$ cat config.mk
export PLATFORM = sky130hd
export DESIGN_NAME = controlador_bus_rtc
export DESIGN_NICKNAME = d
export VERILOG_FILES = /design/src/rtl/controlador_bus_rtc.sv
export SDC_FILE = /design/constraint.sdc
export NUM_CORES = 1
export LEC_CHECK = 0
export CAP_MARGIN = 20
export CORE_MARGIN = 2
export CORE_UTILIZATION = 61
export DETAILED_ROUTE_END_ITERATION = 12
export DONT_BUFFER_PORTS = 1
export PLACE_DENSITY = 0.84
export RECOVER_POWER = 100
export SLEW_MARGIN = 20
export SYNTH_ARGS = -nofsm -noshare
export SYNTH_HDL_FRONTEND = slang
export SYNTH_SLANG_ARGS = --single-unit
$ cat constraint.sdc
create_clock -name clk -period 2.45 [get_ports clk]
set_clock_uncertainty 0.05 [all_clocks]
set_input_delay 0 -clock clk [delete_from_list [all_inputs] [get_ports clk]]
set_output_delay 0 -clock clk [all_outputs]
set_load 0.05 [all_outputs]
$ cat src/rtl/controlador_bus_rtc.sv
`default_nettype none
// ============================================================================
// Module   : controlador_bus_rtc
// Purpose  : Runs one multiplexed address/data RTC bus cycle per request
//            edge and returns read data and status to the PicoBlaze.
// Revision : 1.0 - initial release
// ============================================================================
module controlador_bus_rtc #(
  parameter int T_PULSE = 8
) (
  input  logic       clk,
  input  logic       rst,
  input  logic       contro_escribe,
  input  logic       contro_lee,
  input  logic [7:0] Dir,
  input  logic [7:0] Dato,
  input  logic [7:0] Port_ID,
  input  logic       Read_Strobe,
  output logic [7:0] In_Port,
  output logic       cs_n,
  output logic       rd_n,
  output logic       wr_n,
  output logic       ad_n,
  output logic [7:0] ad_out,
  output logic       ad_oe,
  input  logic [7:0] ad_in
);

  localparam logic [7:0] C_LAST = 8'(T_PULSE - 1);

  localparam logic [2:0] S_IDLE = 3'd0;
  localparam logic [2:0] S_ADDR = 3'd1;
  localparam logic [2:0] S_GAP  = 3'd2;
  localparam logic [2:0] S_DATA = 3'd3;
  localparam logic [2:0] S_REC  = 3'd4;

  logic [2:0] r_state;
  logic [2:0] w_nxt_state;
  logic [7:0] r_cnt;
  logic       r_esc_q;
  logic       r_lee_q;
  logic       r_op_wr;
  logic [7:0] r_dato;
  logic [7:0] r_dato_leido;
  logic       r_done;
  logic       r_cs_n;
  logic       r_rd_n;
  logic       r_wr_n;
  logic       r_ad_n;
  logic       r_ad_oe;
  logic [7:0] r_ad_out;

  logic       w_req_wr;
  logic       w_req_rd;
  logic       w_accept;
  logic       w_phase_end;
  logic       w_busy;
  logic       w_clr_done;

  // Only rising edges start a cycle; a write edge beats a simultaneous read.
  assign w_req_wr    = contro_escribe & ~r_esc_q;
  assign w_req_rd    = contro_lee & ~r_lee_q;
  assign w_accept    = (r_state == S_IDLE) & (w_req_wr | w_req_rd);
  assign w_phase_end = (r_cnt == C_LAST);
  assign w_busy      = (r_state != S_IDLE);
  assign w_clr_done  = Read_Strobe & (Port_ID == 8'h06);

  always_comb begin
    w_nxt_state = r_state;
    case (r_state)
      S_IDLE: if (w_accept)    w_nxt_state = S_ADDR;
      S_ADDR: if (w_phase_end) w_nxt_state = S_GAP;
      S_GAP:  if (w_phase_end) w_nxt_state = S_DATA;
      S_DATA: if (w_phase_end) w_nxt_state = S_REC;
      S_REC:  if (w_phase_end) w_nxt_state = S_IDLE;
      default:                 w_nxt_state = S_IDLE;
    endcase
  end

  always_ff @(posedge clk) begin
    if (rst) begin
      r_state      <= S_IDLE;
      r_cnt        <= 8'h00;
      r_esc_q      <= 1'b0;
      r_lee_q      <= 1'b0;
      r_op_wr      <= 1'b0;
      r_dato       <= 8'h00;
      r_dato_leido <= 8'h00;
      r_done       <= 1'b0;
      r_cs_n       <= 1'b1;
      r_rd_n       <= 1'b1;
      r_wr_n       <= 1'b1;
      r_ad_n       <= 1'b1;
      r_ad_oe      <= 1'b0;
      r_ad_out     <= 8'h00;
    end else begin
      r_esc_q <= contro_escribe;
      r_lee_q <= contro_lee;
      r_state <= w_nxt_state;

      if ((r_state == S_IDLE) || w_phase_end) r_cnt <= 8'h00;
      else                                    r_cnt <= r_cnt + 8'h01;

      if (w_accept) begin
        r_op_wr <= w_req_wr;
        r_dato  <= Dato;
      end

      if ((r_state == S_DATA) && w_phase_end && !r_op_wr) r_dato_leido <= ad_in;

      // Strobes come from the next state so pins change on the same edge as the FSM.
      r_cs_n  <= 1'b1;
      r_rd_n  <= 1'b1;
      r_wr_n  <= 1'b1;
      r_ad_n  <= 1'b1;
      r_ad_oe <= 1'b0;
      case (w_nxt_state)
        S_ADDR: begin
          r_cs_n  <= 1'b0;
          r_wr_n  <= 1'b0;
          r_ad_n  <= 1'b0;
          r_ad_oe <= 1'b1;
        end
        S_DATA: begin
          r_cs_n  <= 1'b0;
          r_wr_n  <= ~r_op_wr;
          r_rd_n  <= r_op_wr;
          r_ad_oe <= r_op_wr;
        end
        default: ;
      endcase

      if (w_accept) r_ad_out <= Dir;
      else if ((r_state == S_GAP) && w_phase_end && r_op_wr) r_ad_out <= r_dato;

      // A clear in the same cycle wins over both acceptance and completion.
      if ((r_state == S_REC) && w_phase_end) r_done <= 1'b1;
      if (w_accept || w_clr_done)            r_done <= 1'b0;
    end
  end

  always_comb begin
    In_Port = 8'h00;
    if (Port_ID == 8'h06)      In_Port = r_dato_leido;
    else if (Port_ID == 8'h07) In_Port = {6'b0, r_done, w_busy};
  end

  assign cs_n   = r_cs_n;
  assign rd_n   = r_rd_n;
  assign wr_n   = r_wr_n;
  assign ad_n   = r_ad_n;
  assign ad_oe  = r_ad_oe;
  assign ad_out = r_ad_out;

endmodule
`default_nettype wire

==> flow_summary.ini, run 1 <==
[clock_tree]
tritoncts = built
cts_sinks = 44
htree_levels = 2
numCtsBuffers = 5
path_clk_slew_ns = 0.12
insertion_delay_ns = 0.36
cts_root_buffer = clkbuf_4
clk_path_buf_depth = 2

[cells_and_area]
seqCellArea_um2 = 885
multiInputGateArea_um2 = 893
drive_above_1_share = 0.107
fillerInstances = 199
insertedDiodeCount = 0
fin_cells = 267
area_delta_synth_final_pct = 22.1
finalNetCount = 271

[worst_setup_path]
path_class = flip-flop to flip-flop
reg2reg_setup_slack_ns = 0.1
arrival_ns = 2.61
crit_slowest_cell = dlygate4sd3_1
reg2reg_to = ad_out[6]
critPathMaxFanout = 9
startpoint_type = flip-flop
worstRegToRegCells = 6
worstPathRequired_ns = 2.71
regToRegStartpoint = r_cnt[0]
cpLargestDelayFamily = simple AND/OR/NAND/NOR gates
crit_buf_inv = 1
cp-end-kind = flip-flop
slowest_delay_ns = 0.59
startpoint = r_cnt[0]
crit_cells = 6
endpoint = ad_out[6]
crit_chain = ha_1 -> and4bb_1 -> and3_4 -> or2_4 -> a311oi_1 -> dlygate4sd3_1

[sta]
fmax_ghz = 0.426
setup_viol_count_final = 0
post-route-min-period_ns = 2.35
tns_ns = 0
tightest_slew_ns = 0.894
rsz0062_at_grt = false
hold_viol = 0
slew_headroom = 0.402
slew_violations = 0
finalCritPeriodShare = 0.959

[synthesis]
avgSynthCellArea_um2 = 9.58
yosysTopAreaCellShare = 0.467
async_reset_ff_frac = 0
synthDistinctLibCells = 43
synth.most_common_cell = dfxtp_1
syn_inst = 197
ys_ff_latch = 44
yosysTopAreaCell = dfxtp_1
syn-num-nets = 235
syn_area_um2 = 1890
synth_edf_count = 0
synthTopCellsByCount = dfxtp_1 (44), nand2_1 (24), nor2_1 (23), a21oi_1 (12), nor3_1 (10)
ys.flop_type = dfxtp_1
synthTopCellsByArea = dfxtp_1 (47%), a311oi_2 (6.4%), mux2i_1 (4.8%)
seq_area_frac_synth = 0.467
ys_warn_count = 0

[placed_design]
dp_hpwl_mm = 2.57
gp_congestion = 0.790
port-buffer-count = 0
dpl.cell_count = 220

[grt]
first_global_vias = 1606
grt_pass1_wl_mm = 7.69
antenna_found_initial = 0
grt_max_degree = 35
grt_use_total = 0.299
grt_overflow = 0

[die]
rows = 20
die_x_um = 59.6
die_h_um = 59.6
io_pins = 58
fp.dieArea_um2 = 3550
core-area_um2 = 3000
initial_core_util = 0.628

[detailed_routing]
drc = 0
vias_per_cell = 6.07
routed_wl_mm = 4.90
routedWlPerCell_um = 18.3
ant_nets = 0
vias = 1621
drt_iter0_drc = 112
first_pass_iters = 4

[outcome]
outcome = completed

[power_and_ir_drop]
vdd_drop_max_mv = 0.392
leakage_nw = 0.944
power_density_nw_per_um2 = 640

[min_path]
hp-class = input pin to flip-flop

[job]
cap_violations = 0
## what timing repair did
action                                 4_1_cts  5_1_grt
endpoints found under the hold margin       43        0
setup endpoints to repair                    0        7
hold buffers                                39        0
gates resized for setup                      0        5
buffers inserted                             0        0
## worst register-to-register path, cell delays in order, from the launching register on
cell	delay [ns]
dfxtp_1	0.34
ha_1	0.24
and4bb_1	0.28
and3_4	0.23
or2_4	0.29
a311oi_1	0.28
dlygate4sd3_1	0.59
## worst min-delay path by stage
stage / startpoint / to / slack, ns / cells after the start
floorplan: Read_Strobe / r_done / 0.06 / 1
global placement: rst / ad_out[4] / 0.02 / 1
detailed placement: rst / ad_out[4] / 0.03 / 1
CTS: contro_escribe / r_op_wr / 0.02 / 4
global route: contro_lee / r_done / 0.10 / 3
finish: contro_lee / r_done / 0.09 / 3
## sequential cells by signal, summed over array words and instances, names as in the netlist, 3 cells and up
name          cells
ad_out            8
r_cnt             8
r_dato            8
r_dato_leido      8
r_state           3
## cell usage in the layout (no fill, tap or decap), drive strengths merged, types with 2 or more instances in the layout
cell / n
a21oi: 12
a311oi: 8
and2: 7
and3: 3
buf: 3
clkbuf: 8
dfxtp: 44
dlygate4sd3: 38
inv: 3
mux2i: 9
nand2: 24
nand2b: 2
nand3: 6
nor2: 23
nor2b: 2
nor3: 12
nor4bb: 2
o21bai: 2
or2: 2
or3: 2
xnor2: 2
xor2: 5
## cell type report
type | count | area share
clock buffers | 8 | 0.0255
inverters | 3 | 0.00489
well taps | 33 | 0.0179
multi-input cells | 138 | 0.388
repair buffers | 41 | 0.180
flip-flops and latches | 44 | 0.384
## per-stage QoR
stage | cell area (um2) | setup WS, ns | hold slack (ns) | utilization | power, mW
after global routing | 2300 | 0.0338 | 0.102 | 0.768 | 1.53
after CTS | 2340 | 0.0224 | 0.0235 | 0.778 | 1.47
after global placement | 1880 | 0.673 | 0.0238 | 0.625 | 1.05
after detailed placement | 1880 | 0.571 | 0.0268 | 0.625 | 1.06
after floorplan | 1890 | 0.666 | 0.0640 | - | 1.04
final | 2300 | 0.100 | 0.0934 | 0.768 | 1.48
## layer usage
metal	part of all wire	wire length, um	global-route usage	vias to the layer above
li1	-	-	-	758
met1	0.36	1770	0.323	754
met2	0.52	2570	0.529	80
met3	0.055	271	0.0742	29
met4	0.058	284	0.162	0
met5	0	0	0	-
## where the power goes
part / switching, mW / internal [mW]
clock network: 0.217 / 0.142
logic: 0.114 / 0.113
registers: 0.126 / 0.763
## cells by family (layout without fill, tap and decap cells)
family	count (synthesis)	after routing	share of synthesized area
simple gates	92	92	0.259
flops	44	44	0.467
compound gates	29	29	0.144
buf+inv	15	52	0.0438
mux	9	9	0.0477
xor+xnor	7	7	0.0325
fa+ha+maj	1	1	0.00663
Power figures use the tool's default switching activity.
==> inputs of run 2 (changes only) <==
==> constraint.sdc (replaced) <==
create_clock -name clk -period 2.45 [get_ports clk]
set_clock_uncertainty 0.05 [all_clocks]
set_input_delay 0.245 -clock clk [delete_from_list [all_inputs] [get_ports clk]]
set_output_delay 0.245 -clock clk [all_outputs]
set_load 0.05 [all_outputs]
==> run 2 against run 1 <==
  * Worst hold slack worse by 0.090 ns
  * Die area unchanged
  * Clock power up 1%
  * Fmax up 12%
  * Final cell count down 7.1%
  * Worst setup slack better by 0.25 ns
  * Utilization down 6.9 points
  * Sequential cell count unchanged
  * Sequential share of layout area up 3.6 points
  * Largest cell class unchanged
  * Largest power group unchanged
==> flow_summary.ini, run 2 (synthesis gave the netlist of run 1 again) <==
[power_and_ir_drop]
vdd_drop_max_mv = 0.411
leakage_nw = 0.830
p_total_mw = 1.44
power_density_nw_per_um2 = 686

[cells_and_area]
final_cell_area_um2 = 2100
multiInputGateArea_um2 = 890
layout.cells.most_common_list = dfxtp_1 (44), nand2_1 (24), nor2_1 (23)
seqCellArea_um2 = 881
area_delta_synth_final_pct = 11.1
insertedDiodeCount = 0
fillerInstances = 226
drive_above_1_share = 0.0930
finish.utilization = 0.698
finalNetCount = 252
final_common_cell = dfxtp_1

[sta]
finalWorstSetupSlack_ns = 0.347
slew_violations = 0
rsz0062_at_grt = false
hold_viol = 0
post-route-min-period_ns = 2.10
tns_ns = 0
finalCritPeriodShare = 0.858
setup_viol_count_final = 0
fmax_ghz = 0.476
tightest_slew_ns = 0.722
slew_headroom = 0.518

[min_path]
whs_endpoint = r_dato_leido[3]
hp-class = input pin to flip-flop
holdCritStartpoint = ad_in[3]
hold_path_depth = 2

[detailed_routing]
wl_met3_um = 243
top_layer = met4
drc = 0
vias_per_cell = 6.06
vias = 1504
met2_length_mm = 2.23
first_pass_iters = 4
routed_wl_mm = 4.25
routedWlPerCell_um = 17.1
m1WireLength_mm = 1.63
drt_iter0_drc = 78
ant_nets = 0

[die]
rows = 20
initial_core_util = 0.628
die_x_um = 59.6
core-area_um2 = 3000
io_pins = 58
fp.dieArea_um2 = 3550
die_h_um = 59.6

[worst_setup_path]
crit_chain = nor3_1 -> a211oi_2 -> clkbuf_1
reg2reg_setup_slack_ns = 0.45
regToRegStartpoint = r_state[0]
path_class = flip-flop to output pin
cpLargestDelayFamily = flip-flops
critPathMaxFanout = 11
startpoint_type = flip-flop
crit_cells = 3
worstRegToRegCells = 4
reg2reg_to = r_dato_leido[7]
crit_buf_inv = 1
worstPathRequired_ns = 2.15
arrival_ns = 1.81
cp-end-kind = output pin
crit_slowest_cell = dfxtp_1
slowest_delay_ns = 0.54

[grt]
grt_max_degree = 31
antenna_found_initial = 0
grt_overflow = 0
grt_use_total = 0.252
first_global_vias = 1496
grt_pass1_wl_mm = 6.54

[clock_tree]
cts_root_buffer = clkbuf_4
path_clk_slew_ns = 0.12
htree_levels = 2
clk_path_buf_depth = 2
cts_sinks = 44
tritoncts = built
post-cts-setup-buffer-count = 0
numCtsBuffers = 5
insertion_delay_ns = 0.36

[placed_design]
dp_hpwl_mm = 2.81
post-place-ws_ns = 0.513
placed_area_um2 = 1880
gp_congestion = 0.797
port-buffer-count = 0

[job]
cap_violations = 0

[outcome]
outcome = completed
==> run 2: per-layer routing <==
| layer | track usage | up-vias |
|---|---|---|
| met3 | 0.0655 | 18 |
| met2 | 0.441 | 55 |
| met5 | 0 | - |
| li1 | - | 720 |
| met4 | 0.159 | 0 |
| met1 | 0.266 | 711 |
==> run 2: how the worst max path moves through the flow <==
| stage | to | start | slack, ns |
|---|---|---|---|
| global route | In_Port[0] | r_state[2] | 0.28 |
| global placement | ad_out[5] | r_state[1] | 0.67 |
| finish | In_Port[0] | r_state[2] | 0.35 |
| floorplan | In_Port[0] | Port_ID[3] | 0.42 |
| CTS | ad_out[2] | r_state[1] | 0.50 |
| detailed placement | ad_out[2] | r_state[1] | 0.51 |
==> run 2: repair_timing <==
action / CTS / global route
hold buffers: 19 / 0
gates resized for setup: 0 / 0
setup endpoints to repair: 0 / 0
endpoints found under the hold margin: 30 / 0
==> run 2: power by group <==
group	switching [mW]	total, mW	internal [mW]	leakage [nW]
clock network	0.222	0.363	0.142	0.0326
logic	0.102	0.187	0.0854	0.437
registers	0.126	0.888	0.762	0.360
==> run 2: through the flow <==
step                      hold WS [ns]  std cells
final                          0.00389        248
after global placement           0.269        221
after CTS                      0.00229        248
after floorplan                  0.309        197
after global routing            0.0134        248
after detailed placement         0.270        221
==> run 2: layout make-up <==
type                       instances  area share
timing repair buffer              22       0.103
tap                               33      0.0197
multi-input combinational        138       0.424
inverter                           3     0.00537
clock buffer                       8      0.0280
sequential                        44       0.420
==> run 2: worst register-to-register path, cell delays in order, from the launching register on <==
cell and delay (ns):
dfxtp_1 0.51, nor4bb_1 0.48, nand3_1 0.49, mux2i_1 0.32
nor2_1 0.07
